$ cat src/rtl/uart_tx_frame.sv
// uart_tx_frame: parametrised UART transmitter with a small transmit FIFO.
// Frames (start, data LSB first, optional parity, stop) go out back-to-back.
module uart_tx_frame #(
    parameter int DATA_BITS  = 8,
    parameter int PARITY     = 0,
    parameter int STOP_BITS  = 1,
    parameter int DIV_WIDTH  = 16,
    parameter int FIFO_DEPTH = 4
) (
    input  logic                          clk,
    input  logic                          rst,
    input  logic [DIV_WIDTH-1:0]          baud_div,
    input  logic                          in_valid,
    input  logic [DATA_BITS-1:0]          in_data,
    output logic                          in_ready,
    output logic                          tx,
    output logic                          tx_busy,
    output logic [$clog2(FIFO_DEPTH):0]   fifo_count
);

    localparam int AW = $clog2(FIFO_DEPTH);
    localparam int CW = AW + 1;

    localparam logic [2:0] S_IDLE  = 3'd0;
    localparam logic [2:0] S_START = 3'd1;
    localparam logic [2:0] S_DATA  = 3'd2;
    localparam logic [2:0] S_PAR   = 3'd3;
    localparam logic [2:0] S_STOP  = 3'd4;

    logic [2:0]           state;
    logic [DATA_BITS-1:0] mem [FIFO_DEPTH];
    logic [AW-1:0]        wr_ptr;
    logic [AW-1:0]        rd_ptr;
    logic [DATA_BITS-1:0] head;
    logic [DATA_BITS-1:0] shreg;
    logic [DIV_WIDTH-1:0] period;
    logic [DIV_WIDTH-1:0] timer;
    logic [3:0]           bit_idx;
    logic                 stop_idx;
    logic                 par_bit;
    logic                 par_next;
    logic                 push;
    logic                 pop;
    logic                 bit_end;
    logic                 last_stop;
    logic                 fifo_empty;

    assign head       = mem[rd_ptr];
    assign fifo_empty = (fifo_count == '0);
    assign in_ready   = (fifo_count < CW'(FIFO_DEPTH));
    assign push       = in_valid && in_ready;
    assign bit_end    = (timer == '0);
    assign last_stop  = (stop_idx == 1'(STOP_BITS - 1));
    assign tx_busy    = (state != S_IDLE);
    assign par_next   = (PARITY == 1) ? ~^head : ^head;

    // A frame starts from IDLE or straight out of the final stop bit.
    assign pop = !fifo_empty &&
                 ((state == S_IDLE) ||
                  (state == S_STOP && bit_end && last_stop));

    always_ff @(posedge clk) begin
        if (push && !rst) begin
            mem[wr_ptr] <= in_data;
        end
    end

    always_ff @(posedge clk) begin
        if (rst) begin
            wr_ptr     <= '0;
            rd_ptr     <= '0;
            fifo_count <= '0;
        end else begin
            if (push) begin
                wr_ptr <= wr_ptr + 1'b1;
            end
            if (pop) begin
                rd_ptr <= rd_ptr + 1'b1;
            end
            case ({push, pop})
                2'b10:   fifo_count <= fifo_count + 1'b1;
                2'b01:   fifo_count <= fifo_count - 1'b1;
                default: fifo_count <= fifo_count;
            endcase
        end
    end

    always_ff @(posedge clk) begin
        if (rst) begin
            state    <= S_IDLE;
            tx       <= 1'b1;
            shreg    <= '0;
            period   <= '0;
            timer    <= '0;
            bit_idx  <= '0;
            stop_idx <= 1'b0;
            par_bit  <= 1'b0;
        end else if (pop) begin
            // Divisor is captured here only, so mid-frame changes wait.
            shreg   <= head;
            par_bit <= par_next;
            period  <= baud_div;
            timer   <= baud_div;
            tx      <= 1'b0;
            state   <= S_START;
        end else begin
            case (state)
                S_START: begin
                    if (bit_end) begin
                        timer   <= period;
                        tx      <= shreg[0];
                        bit_idx <= '0;
                        state   <= S_DATA;
                    end else begin
                        timer <= timer - 1'b1;
                    end
                end
                S_DATA: begin
                    if (bit_end) begin
                        timer <= period;
                        if (bit_idx == 4'(DATA_BITS - 1)) begin
                            stop_idx <= 1'b0;
                            if (PARITY != 0) begin
                                tx    <= par_bit;
                                state <= S_PAR;
                            end else begin
                                tx    <= 1'b1;
                                state <= S_STOP;
                            end
                        end else begin
                            shreg   <= shreg >> 1;
                            tx      <= shreg[1];
                            bit_idx <= bit_idx + 1'b1;
                        end
                    end else begin
                        timer <= timer - 1'b1;
                    end
                end
                S_PAR: begin
                    if (bit_end) begin
                        timer    <= period;
                        tx       <= 1'b1;
                        stop_idx <= 1'b0;
                        state    <= S_STOP;
                    end else begin
                        timer <= timer - 1'b1;
                    end
                end
                S_STOP: begin
                    if (bit_end) begin
                        if (last_stop) begin
                            state <= S_IDLE;
                        end else begin
                            stop_idx <= 1'b1;
                            timer    <= period;
                        end
                    end else begin
                        timer <= timer - 1'b1;
                    end
                end
                S_IDLE: begin
                    state <= S_IDLE;
                end
                default: begin
                    state <= S_IDLE;
                    tx    <= 1'b1;
                end
            endcase
        end
    end

endmodule
$ cat config.mk
export PLATFORM = sky130hd
export DESIGN_NAME = uart_tx_frame
export DESIGN_NICKNAME = d
export VERILOG_FILES = /design/src/rtl/uart_tx_frame.sv
export SDC_FILE = /design/constraint.sdc
export NUM_CORES = 1
export LEC_CHECK = 0
export ABC_AREA = 1
export BUFFER_PORTS_ARGS = -buffer_cell sky130_fd_sc_hd__buf_4
export CAP_MARGIN = 10
export CORE_MARGIN = 2
export CORE_UTILIZATION = 60
export CTS_CLUSTER_DIAMETER = 80
export DETAILED_ROUTE_END_ITERATION = 6
export PLACE_DENSITY = 0.8
export SYNTH_ARGS = -nofsm -noshare
export SYNTH_HDL_FRONTEND = slang
export SYNTH_SLANG_ARGS = --single-unit
export TNS_END_PERCENT = 100
$ cat constraint.sdc
create_clock -name clk -period 3.5 [get_ports clk]
set_clock_uncertainty 0.15 [all_clocks]
set_input_delay 0.35 -clock clk [delete_from_list [all_inputs] [get_ports clk]]
set_output_delay 0.35 -clock clk [all_outputs]
set_load 0.02 [all_outputs]
==> metrics.md <==
| Metric | Value |
|---|---|
| Fin crit share | 0.7312 |
| Syn. warnings | 0 |
| CP Max Fanout | 10 |
| CP bufs+invs | 2 |
| Sequential Power Share | 0.344 |
| Distinct cell type count after synthesis | 35 |
| CP Class | reg2reg |
| Final HPWL DP | just over 6 mm |
| Crit end category | flip-flop |
| Total routed wirelength | just over 9 mm |
| Initial antenna violation count | 0 |
| Worst path required time | between 3 and 4 ns |
| Row cnt | 31 |
| CTS tree | done |
| Worst slew pin tran | ~0.78 ns |
| DR pass1 iterations | 5 |
| H-tree depth | 3 |
| Final setup fails | 0 |
| Final hold violation count | 0 |
| Status | finished, final reports clean |
| Worst setup path start | timer[0] |
| RSZ-0062 raised after global routing | false |
| Die width | roughly 89 um |
| Routability Congestion | approximately 0.97 |
| Final WS setup | between 0.9 and 1 ns |
| Layout cells sized above 1 | 0.1311 |
| Crit-path max cell delay | around 0.38 ns |
| Post-Syn Area | between 4000 and 5000 um2 |
| Async S/R FF share, synth | 0 |
| Switching share of power | 0.4555 |
| Seq cells post-synth | 89 |
| Syn nets | approximately 600 |
| Comb power frac | 0.480 |
| Antenna cell count | 0 |
| Area growth, synth to finish | 11.14% |
| Commonest non-fill, non-tap cell in the layout | nand2_1 |
| Highest Clock Rate | 0.3908 GHz |
| WL/cell | 13.13 um |
| Skew-Pair Late Insertion Delay | 0.37 ns |
| Main flop type after synthesis | dfxtp_1 |
| Final max-slew violation count | 0 |
| Top cells by area, synth | dfxtp_1 26%, edfxtp_1 22%, nand2_1 13% |
| First-pass GRT wire length | between 15 and 20 mm |
| DRC errors left | 0 |
| IO Count | 33 |
| Most frequent cells in the layout | 148 x nand2_1, 67 x nor2_1, 57 x dfxtp_1, 49 x a21oi_1, 48 x inv_1 |
| Setup TNS | 0 ns |
| Total CTS buffers | 9 |
| Post-CTS Resized | 0 |
| Vias in the first global route | between 3k and 4k |
| Vias per cell | ~5.4 |
| Mapped Cells | between 500 and 600 |
| P per Cell Area | roughly 900 nW/um2 |
| Die H | between 80 and 90 um |
| Register area share after synthesis | 0.4799 |
| Cell chain of the critical path | inv_1, ha_1, nand2_2, nor2_4, nand2_4, a21oi_4, ha_1, inv_1, fa_1, a21oi_1, o21ai_0, o21ai_0, a21oi_1 |
| Final Net Count | roughly 630 |
| Slowest-stage cell, CP | fa_1 |
| Post-synthesis average cell area | 7.767 um2 |
| Post-route ant nets | 0 |
| Via count | roughly 3.7k |
| Hold path start | in_data[7] |
| CTS sink count | 89 |
| Die footprint | 8000 um2 |
| GRT Total Usage | 0.2528 |
| EDFF count, synth | 32 |
| Port-buffer cells | 32 |
| Int Power | between 0.002 and 0.0025 W |
| Slew margin rel. | 0.4764 |
| CP Launch Type | flip-flop |
| CTS root buf | clkbuf_8 |
| Worst min path class | in2reg |
| Core area | approximately 7200 um2 |
| Clock Path Buffers | 2 |
| Clk slew on worst S/H paths | 0.10 ns |
| Max_cap viols | 0 |
| Largest delay contributor family on the critical path | adder cells |
| Minimum clock period | 2.559 ns |
| Sw power | about 0.0020 W |
| Worst slack at placement | around 0.95 ns |
| Pin count of the biggest net entering global routing | 34 |
| R2r startpoint | timer[0] |
| Post-CTS setup buffers | 0 |
| CTS hold repair buffers | 0 |
| Post-synth top area cell | dfxtp_1 |
| Global route overflow | 0 |
| Clk network pwr share | 0.176 |
| DRT iter0 DRCs | approximately 280 |
| IR drop worst, VDD | approximately 0.43 mV |
| Yosys top cell area share | 0.2605 |
| Starting Density | 0.6105 |
| Pleak | around 2.1 nW |
| CP arrival | 2.67 ns |
==> layout make-up <==
cell class | instances | area (um2)
flip-flops and latches | 89 | 2102
clock buffers | 9 | 123.9
multi-input cells | 401 | 1962
well taps | 99 | 123.9
inverters | 55 | 206.4
fillers | 622 | 2307
repair buffers | 34 | 255.2
clock inverters | 7 | 95.09
==> metal layers <==
| layer | global-route usage | share of wire | vias to the layer above |
|---|---|---|---|
| met1 | 0.2939 | 0.42 | 1721 |
| met2 | 0.4418 | 0.52 | 84 |
| met3 | 0.06464 | 0.042 | 20 |
| met5 | 0 | 0 | - |
| met4 | 0.1072 | 0.019 | 0 |
| li1 | - | - | 1895 |
==> cells in the mapped netlist, types with 2 or more instances <==
cell type  count
nand2_1      148
nor2_1        67
dfxtp_1       57
a21oi_1       49
inv_1         48
nand3_1       41
edfxtp_1      32
o21ai_0       28
clkbuf_1       9
ha_1           7
o21ai_1        7
xor2_1         7
nand2_2        6
nor2_2         6
inv_2          5
o22ai_1        5
buf_2          4
nand2_4        4
nand4_1        4
nor2_4         4
buf_4          3
buf_6          3
nor3_1         3
o211ai_1       3
clkinv_1       2
mux2i_1        2
xnor2_1        2
==> power groups by stage <==
stage               combinational [W]  sequential, W  clock (W)
floorplan                     0.00170        0.00148          0
global placement              0.00202        0.00151          0
detailed placement            0.00208        0.00152          0
CTS                           0.00210        0.00150   0.000778
global route                  0.00242        0.00154   0.000818
finish                        0.00210        0.00150   0.000767
==> flip-flops by register name (all words and copies together) (netlist names), 2 cells and up, named ones only <==
signal and count:
fifo_count 3, period 16, mem 32, rd_ptr 2, shreg 8, bit_idx 4, state 3, timer 16
wr_ptr 2
==> path summary, 6_finish.rpt <==
path              depth (start not counted)       endpoint  slack, ns
setup / recovery                         13  fifo_count[2]       0.94
hold / removal                            1      mem[2][7]       0.02
setup reg to reg                         13  fifo_count[2]       0.94
hold reg to reg                           2     period[11]       0.32
==> metrics by stage <==
step                      area (um2)  hold WS (ns)  total power (W)    util  std cells
after floorplan                 4380        0.2834         0.003184       -        564
final                           4868       0.01982         0.004364  0.6785        694
after global routing            4868      0.004132         0.004773  0.6785        694
after CTS                       4868      0.006296         0.004376  0.6785        694
after detailed placement        4649        0.3062         0.003598  0.6480        678
after global placement          4649        0.2986         0.003532  0.6480        678
==> cells by family after synthesis <==
family,after synthesis,share of synthesized area
muxes,2,0.004570
adders and majority gates,8,0.02456
and+or+nand+nor,285,0.2816
DFF,89,0.4799
AOI/OAI and AO/OA,97,0.1191
buffers and inverters,74,0.07226
xor gates and xnor gates,9,0.01800
No activity file was read; power rests on OpenSTA's default activity.
